==> config.mk <==
export PLATFORM = sky130hd
export DESIGN_NAME = softmax_row_driver
export DESIGN_NICKNAME = d
export VERILOG_FILES = /design/src/rtl/mha_pkg.sv /design/src/rtl/sm_row_fifo.sv /design/src/rtl/softmax_row_driver.sv
export SDC_FILE = /design/constraint.sdc
export NUM_CORES = 2
export LEC_CHECK = 0
export CELL_PAD_IN_SITES_DETAIL_PLACEMENT = 1
export CELL_PAD_IN_SITES_GLOBAL_PLACEMENT = 1
export CORE_AREA = 8 8 400 402
export DETAILED_ROUTE_END_ITERATION = 10
export DIE_AREA = 0 0 408 410
export GPL_TIMING_DRIVEN = 0
export PLACE_DENSITY = 0.7
export SYNTH_ARGS = -nofsm -noshare
export SYNTH_HDL_FRONTEND = slang
export SYNTH_SLANG_ARGS = --single-unit
==> constraint.sdc <==
create_clock -name I_CLK -period 14.6 [get_ports I_CLK]
set_input_delay 2.92 -clock I_CLK [delete_from_list [all_inputs] [get_ports I_CLK]]
set_output_delay 2.92 -clock I_CLK [all_outputs]
set_load 0.02 [all_outputs]
==> src/rtl/mha_pkg.sv <==
// mha_pkg: shared FSM encoding and width constants for the softmax row driver.
package mha_pkg;
  typedef enum logic [3:0] {
    S_IDLE = 4'b0001,
    S_LOAD = 4'b0010,
    S_RUN  = 4'b0100,
    S_GAP  = 4'b1000
  } sm_state_t;
  localparam int IDX_W   = 8;
  localparam int DEF_D_W = 16;
  localparam int DEF_NUM = 16;
endpackage

==> src/rtl/sm_row_fifo.sv <==
// sm_row_fifo: row FIFO, W bits wide, DEPTH entries (power of two), combinational read of head.
// Ports: clk, rst (sync, active-high), i_push/i_wdata write, i_pop/o_rdata read head, o_full, o_empty.
module sm_row_fifo #(
  parameter int W     = 256,
  parameter int DEPTH = 4
) (
  input  logic         clk,
  input  logic         rst,
  input  logic         i_push,
  input  logic [W-1:0] i_wdata,
  input  logic         i_pop,
  output logic [W-1:0] o_rdata,
  output logic         o_full,
  output logic         o_empty
);
  localparam int AW = $clog2(DEPTH);
  localparam int CW = AW + 1;
  logic [W-1:0]  r_mem [DEPTH];
  logic [AW-1:0] r_wr;
  logic [AW-1:0] r_rd;
  logic [CW-1:0] r_cnt;
  assign o_rdata = r_mem[r_rd];
  assign o_full  = r_cnt == CW'(DEPTH);
  assign o_empty = r_cnt == '0;
  always_ff @(posedge clk) begin
    if (rst) begin
      r_wr  <= '0;
      r_rd  <= '0;
      r_cnt <= '0;
    end else begin
      if (i_push) r_wr <= r_wr + AW'(1);
      if (i_pop) r_rd <= r_rd + AW'(1);
      r_cnt <= r_cnt + CW'(i_push) - CW'(i_pop);
    end
  end
  always_ff @(posedge clk) begin
    if (i_push) r_mem[r_wr] <= i_wdata;
  end
endmodule

==> src/rtl/softmax_row_driver.sv <==
// softmax_row_driver: buffers score rows, drives the softmax engine with held start/data, returns indexed probability rows.
// Ports: I_CLK/I_RST (sync, active-high); I_ROW_* / O_ROW_RDY score-row input handshake;
//   O_SM_START/O_SM_DATA engine request, I_SM_VLD/I_SM_DATA engine done strobe;
//   O_PROB_* / I_PROB_RDY result handshake with row index; O_BUSY activity; O_ERR sticky watchdog error.
// Define SOFTMAX_WDOG_EN to enable the TIMEOUT-cycle watchdog in S_RUN (otherwise O_ERR is tied 0).
module softmax_row_driver import mha_pkg::*; #(
  parameter int D_W     = DEF_D_W,
  parameter int NUM     = DEF_NUM,
  parameter int DEPTH   = 4,
  parameter int TIMEOUT = 1024
) (
  input  logic               I_CLK,
  input  logic               I_RST,
  input  logic               I_ROW_VLD,
  output logic               O_ROW_RDY,
  input  logic [D_W*NUM-1:0] I_ROW_DATA,
  output logic               O_SM_START,
  output logic [D_W*NUM-1:0] O_SM_DATA,
  input  logic               I_SM_VLD,
  input  logic [D_W*NUM-1:0] I_SM_DATA,
  output logic               O_PROB_VLD,
  input  logic               I_PROB_RDY,
  output logic [D_W*NUM-1:0] O_PROB_DATA,
  output logic [IDX_W-1:0]   O_PROB_IDX,
  output logic               O_BUSY,
  output logic               O_ERR
);
  localparam int W = D_W * NUM;
  logic             w_full;
  logic             w_empty;
  logic             w_tout;
  logic [W-1:0]     w_head;
  sm_state_t        r_state;
  logic             r_gap;
  logic [W-1:0]     r_hold;
  logic [W-1:0]     r_pdata;
  logic             r_pvld;
  logic [IDX_W-1:0] r_pidx;
  logic [IDX_W-1:0] r_seq;
  sm_row_fifo #(.W(W), .DEPTH(DEPTH)) u_fifo (
    .clk     (I_CLK),
    .rst     (I_RST),
    .i_push  (I_ROW_VLD && !w_full),
    .i_wdata (I_ROW_DATA),
    .i_pop   (r_state == S_LOAD),
    .o_rdata (w_head),
    .o_full  (w_full),
    .o_empty (w_empty)
  );
`ifdef SOFTMAX_WDOG_EN
  localparam int WD_W = $clog2(TIMEOUT + 1);
  logic [WD_W-1:0] r_wdog;
  logic            r_err;
  assign w_tout = r_wdog == WD_W'(TIMEOUT - 1);
  assign O_ERR  = r_err;
  always_ff @(posedge I_CLK) begin
    if (I_RST) begin
      r_wdog <= '0;
      r_err  <= 1'b0;
    end else begin
      r_wdog <= (r_state == S_RUN && !I_SM_VLD) ? r_wdog + WD_W'(1) : '0;
      if (r_state == S_RUN && !I_SM_VLD && w_tout) r_err <= 1'b1;
    end
  end
`else
  logic w_unused_timeout;
  assign w_unused_timeout = TIMEOUT[0];
  assign w_tout = 1'b0;
  assign O_ERR  = 1'b0;
`endif
  assign O_ROW_RDY   = !w_full;
  assign O_SM_START  = r_state == S_RUN;
  assign O_SM_DATA   = r_hold;
  assign O_PROB_VLD  = r_pvld;
  assign O_PROB_DATA = r_pdata;
  assign O_PROB_IDX  = r_pidx;
  assign O_BUSY      = r_state != S_IDLE || !w_empty;
  always_ff @(posedge I_CLK) begin
    if (I_RST) begin
      r_state <= S_IDLE;
      r_gap   <= 1'b0;
      r_hold  <= '0;
      r_pdata <= '0;
      r_pvld  <= 1'b0;
      r_pidx  <= '0;
      r_seq   <= '0;
    end else begin
      if (r_pvld && I_PROB_RDY) begin
        r_pvld  <= 1'b0;
        r_pdata <= '0;
        r_pidx  <= '0;
      end
      case (r_state)
        S_IDLE: if (!w_empty && !r_pvld) r_state <= S_LOAD;
        S_LOAD: begin
          r_hold  <= w_head;
          r_state <= S_RUN;
        end
        S_RUN: begin
          if (I_SM_VLD) begin
            r_pdata <= I_SM_DATA;
            r_pvld  <= 1'b1;
            r_pidx  <= r_seq;
            r_seq   <= r_seq + IDX_W'(1);
            r_state <= S_GAP;
          end else if (w_tout) begin
            r_state <= S_GAP;
          end
        end
        S_GAP: begin
          // r_gap toggles 0->1->0, so it is always 0 again on the next entry
          r_gap <= !r_gap;
          if (r_gap) r_state <= S_IDLE;
        end
        default: r_state <= S_IDLE;
      endcase
    end
  end
endmodule

# ---- Yosys cells after proc, flatten, opt, wreduce, memory -nomap -nowiden
# Memories as Yosys holds them, arrays and structs flattened. A register that Yosys moved wholly into a read port is not among the register bits.
# Index checks and enable logic that the tools add are counted.
dict set report word_totals {
  regBits 285
  ram_bits 1024
  inputBits 517
  out_inout_bits 525
  wordCells 50
  memories 1
}
# memory depth word_bits read_ports rd_ports_with_merged_regs write_ports line
set mem_list {}
lappend mem_list {u_fifo.r_mem 4 256 1 1 1 sm_row_fifo.sv:18} ;# logic [W-1:0] r_mem [DEPTH];
dict set report classes {
  n_addsub 5
  eq_ne 9
  muxes 15
  n_reduce_logical 11
}
# cell count
set op_table {}
lappend op_table {{two-way mux 256 bit} 3}
lappend op_table {{two-way mux 8 bit} 3}
lappend op_table {{one-hot mux 4 bit (4 select lines)} 1}
lappend op_table {{two-way mux 4 bit} 3}
lappend op_table {{adder 8 x 1 -> 8 bit (second input constant)} 1}
lappend op_table {{two-way mux 1 bit} 5}
lappend op_table {{adder 2 x 1 -> 2 bit (second input constant)} 2}
lappend op_table {{equality test 4 x 1 -> 1 bit (second input constant)} 1}
lappend op_table {{equality test 4 x 2 -> 1 bit (second input constant)} 1}
lappend op_table {{equality test 4 x 3 -> 1 bit (second input constant)} 1}
lappend op_table {{equality test 4 bit (second input constant)} 1}
lappend op_table {{zero test 1 bit} 4}
lappend op_table {{inequality test 2 bit (second input constant)} 2}
lappend op_table {{inequality test 4 x 1 -> 1 bit (second input constant)} 1}
lappend op_table {{adder 3 x 1 -> 3 bit} 1}
lappend op_table {{equality test 3 bit (second input constant)} 1}
lappend op_table {{logical AND 1 bit} 3}
lappend op_table {{zero test 3 bit} 1}
lappend op_table {{AND reduction 3 bit} 1}
lappend op_table {{subtractor 3 x 1 -> 3 bit} 1}
lappend op_table {{inequality test 2 x 1 -> 1 bit (second input constant)} 1}
lappend op_table {{AND reduction 2 bit} 1}
lappend op_table {{logical OR 1 bit} 1}

# ---- Depth between registers and ports, before layout
dict set report depth {
  ltp_word 5
  mapped_depth 10
  ltp_nobuf 9
}

# ---- By module
# A second synthesis with hierarchy kept.
dict set report unflattened {
  cells_unflattened 3801
  area_unflattened_um2 57759.1
}
# mod instances cells_each area_each_um2 seq_area_each_um2
set by_module_without_submodules {}
lappend by_module_without_submodules {sm_row_fifo 1 1379 37624.8 30929.7}
lappend by_module_without_submodules {softmax_row_driver 1 2422 20134.3 10690.3}

# ---- Worst setup path after synthesis
# OpenSTA, ideal clock, no wires.
dict set report synth_path {
  path_kind {input-to-reg}
  from {in I_ROW_VLD}
  to {mem u_fifo.r_mem[0][0], enable pin}
  setup_ns 0.651
  t_arrival_ns 9.045
  required_time_ns 13.949
  path_slack_ns 4.904
  stages 2
  n_path_buf 1
  cell_sequence {buf_1 > and3_1}
}
dict set report synth_via {
  elab_chain_cells 3
}
# item line
set synth_rtl {}
lappend synth_rtl {{start, declared} softmax_row_driver.sv:14} ;# input logic I_ROW_VLD,
lappend synth_rtl {{logical AND 1 bit} softmax_row_driver.sv:43} ;# .i_push (I_ROW_VLD && !w_full),
lappend synth_rtl {{two-way mux 1 bit} sm_row_fifo.sv:37} ;# if (i_push) r_mem[r_wr] <= i_wdata;
lappend synth_rtl {{two-way mux 1 bit (implied by the code)} sm_row_fifo.sv:37}
lappend synth_rtl {{end, declared} sm_row_fifo.sv:18}
# No other way between the ends.

# ---- Worst setup path in the final report
dict set report layout_path {
  from {reg r_state[3]}
  to {out O_SM_START}
}
dict set report layout_via {
  elab_chain_cells 1
}
# item line
set layout_rtl {}
lappend layout_rtl {{start, declared} softmax_row_driver.sv:33} ;# sm_state_t r_state;
lappend layout_rtl {{start signal, assigned} softmax_row_driver.sv:80} ;# r_state <= S_IDLE;
lappend layout_rtl {{start signal, assigned} softmax_row_driver.sv:94} ;# S_IDLE: if (!w_empty && !r_pvld) r_state <= S_LOAD;
lappend layout_rtl {{start signal, assigned} softmax_row_driver.sv:97} ;# r_state <= S_RUN;
lappend layout_rtl {{equality test 4 x 3 -> 1 bit} softmax_row_driver.sv:72} ;# assign O_SM_START = r_state == S_RUN;
lappend layout_rtl {{end, declared} softmax_row_driver.sv:17} ;# output logic O_SM_START,
# No other way between the ends.

==> reports/results.tsv <==
stage	metric	value	unit
cts	TritonCTS buffer count	168	
timing	WHS	0.461	ns
final_layout	Final Cell Area	0.0757	sq mm
placed_design	placed inst area	0.0700	sq mm
final_layout	nets	5024	
detailed_routing	met1 WL	73000	um
power_and_ir_drop	sw power	2.54	mW
cts	post-cts hold buffer count	0	
run	Max-cap violations	0	
synth	Synth async-reset ratio	0	%
timing	Final Hold Vio Count	0	
cts	Post-CTS Resized	0	
worst_setup_path	WS Path Type	register to primary output	
synth	Post-synth EDFFs	1024	
floorplan	Starting Density	36.9	%
worst_setup_path	Critical Path RT	11.68	ns
cts	Reg clk slew, reported paths	0.05	ns
synth	Area contributors post-synth	edfxtp_1 (54%), dfxtp_1 (19%), mux4_2 (10%), a22o_1 (4.0%), o211ai_1 (3.5%)	
timing	RSZ-0062 raised after global routing	no	
power_and_ir_drop	power density cells	141	mW/mm^2
power_and_ir_drop	leakage power	24.3	nW
cts	worst skew pair latency	0.81	ns
synth	Distinct cells, synth	47	
timing	fmax	167	MHz
synth	syn nets	3796	
final_layout	fillcell total	14663	
cts	Post-CTS Setup Bufs	0	
placed_design	Place WS	8.70	ns
detailed_routing	DR vias	35732	
cts	CTS root buffer	clkbuf_16	
floorplan	Die Width	408	um
outcome	status	finished, final reports clean	
power_and_ir_drop	Net Sw Frac	23.9	%
floorplan	Core Region	0.153	sq mm
power_and_ir_drop	internal power	8.09	mW
synth	mapped cell area	0.0565	sq mm
timing	Final Skew	0.0583	ns
hold_path	worst hold path class	register to register	
worst_setup_path	Max Fanout on Critical Path	10	
timing	Final setup violation count	0	
cts	CTS sink count	1565	
timing	Slew headroom	17.1	%
power_and_ir_drop	share of total power in sequential cells	48.6	%
floorplan	row count	144	
placed_design	Port Buf Inserts	1037	
placed_design	routability congestion estimate	0.907	
synth	Synth Warn #	0	
synth	Post-Syn Instances	3271	
grt	first-pass GRT wire length	284000	um
floorplan	I/O pins	1042	
synth	FF+latch count, synth	1565	
final_layout	post-layout util	49.3	%
worst_setup_path	arrival time worst endpoint	3.07	ns
placed_design	DPL Wire Length	147000	um
timing	Tightest Pin Transition	1.24	ns
final_layout	Layout area overhead	33.9	%
floorplan	Die ar.	0.167	sq mm
synth	Synth top area share	54.4	%
cts	Max Root-Sink Buffers	3	
detailed_routing	drt pass-1 iters	7	
detailed_routing	DRC viols	0	
power_and_ir_drop	Clk pwr share	40.1	%
cts	CTS tree	done	
synth	Avg Inst Size Synth	17.3	sq um
worst_setup_path	CP endpoint kind	primary output	
timing	PnR worst setup slack	8.61	ns
synth	most instantiated cells after synthesis	edfxtp_1 (1024), dfxtp_1 (541), a21oi_1 (276), nand3_1 (269), o211ai_1 (265)	
detailed_routing	initial DRC count	2537	
detailed_routing	routed wl met3	16400	um
timing	max-slew violations	0	
grt	number of global-route vias before repair	38411	
timing	min cycle time layout	5.99	ns
floorplan	die extent in y	410	um
power_and_ir_drop	Tot Pwr	10.6	mW
grt	initial antenna violation count	57	
synth	Synth area leader	edfxtp_1	
synth	most frequent cell after synthesis	edfxtp_1	
cts	H-tree Lvls	4	
power_and_ir_drop	Worst VDD drop	127	uV
grt	largest net degree at the start of global routing	57	
detailed_routing	Avg WL per Cell	30.0	um
detailed_routing	drt total wl	201000	um
final_layout	share of cells above drive strength 1	14.7	%
detailed_routing	drt via density	5.33	
grt	gr usage total	23.1	%
grt	grt ovf	0	
power_and_ir_drop	Comb power frac	11.3	%
detailed_routing	Routed Antenna Nets	0	
worst_setup_path	crit start category	register	
synth	sequential cell area fraction in the yosys report	73.6	%
detailed_routing	met2 wire length	100000	um
timing	crit share post-route	41.0	%
synth	Main synth FF type	edfxtp_1	
detailed_routing	DR top layer	met5	
==> stage by stage <==
stage	setup TNS, ns	std cells
2_1_floorplan	0	3271
3_3_place_gp	-486.07	6352
3_5_place_dp	0	6373
4_1_cts	0	6686
5_1_grt	0	6692
6_report	0	6707
==> cells by family (layout without fill, tap and decap cells) <==
family	Yosys count	count (layout)	share of synthesized area [%]
DFF	1565	1565	73.6
AOI/OAI and AO/OA	811	811	10.1
and+or+nand+nor	315	315	2.89
buffers and inverters	310	1681	2.94
muxes	258	258	10.2
adders and majority gates	8	8	0.190
xor gates and xnor gates	3	3	0.0465
other	1	22	0.00664
==> metal layers <==
| layer | track usage [%] | up-vias |
|---|---|---|
| li1 | - | 15729 |
| met1 | 25.1 | 18303 |
| met2 | 40.1 | 1248 |
| met3 | 8.22 | 392 |
| met4 | 11.2 | 60 |
| met5 | 0 | - |
==> worst max-delay path: stages, from the launching register on <==
cell and delay (ns):
dfxtp_1 0.30, buf_6 0.13, or4b_1 0.51, buf_4 0.22
inv_6 0.12, buf_2 0.23, clkdlybuf4s50_1 0.79
==> power by group through the flow <==
stage               logic, mW  clock network, mW  registers (mW)
finish                   1.21               4.26            5.16
global route             1.28               4.51            5.19
CTS                      1.23               4.35            5.16
detailed placement       1.22                  0            5.25
global placement         1.16                  0            5.38
floorplan               0.560                  0            5.36
==> worst paths after layout <==
kind             startpoint        endpoint  slack, ns  cells past startpoint
max              r_state[3]      O_SM_START       8.61                      6
min                   r_gap           r_gap       0.46                      2
max reg2reg  u_fifo.r_rd[1]  O_SM_DATA[108]      11.34                      5
min reg2reg           r_gap           r_gap       0.46                      2
==> placed cells by master, fill, tap and decap left out, types with 86 or more instances in the layout <==
master / Yosys / layout
mux4_2: 256 / 256
edfxtp_1: 1024 / 1024
a22o_1: 256 / 256
nand3_1: 269 / 269
clkdlybuf4s50_1: 0 / 1037
a21oi_1: 276 / 276
clkbuf_16: 0 / 169
buf_2: 86 / 86
o211ai_1: 265 / 265
clkbuf_1: 157 / 204
dfxtp_1: 541 / 541
==> cell type report <==
class	count	area [sq um]	share of cell area, %
flip-flops and latches	1565	41600	55.0
multi-input cells	1396	13300	17.6
repair buffers	1058	10900	14.5
clock buffers	239	4720	6.24
well taps	2044	2560	3.38
plain buffers	300	1620	2.14
clock inverters	74	857	1.13
diodes	21	52.6	0.0695
inverters	10	42.5	0.0562
==> sequential cells by signal, summed over array words and instances, names as in the netlist, 3 cells and up <==
signal	flops
r_state	4
u_fifo.r_cnt	3
O_PROB_IDX	8
u_fifo.r_mem	1024
O_SM_DATA	256
r_seq	8
O_PROB_DATA	256
Power figures use the tool's default switching activity.
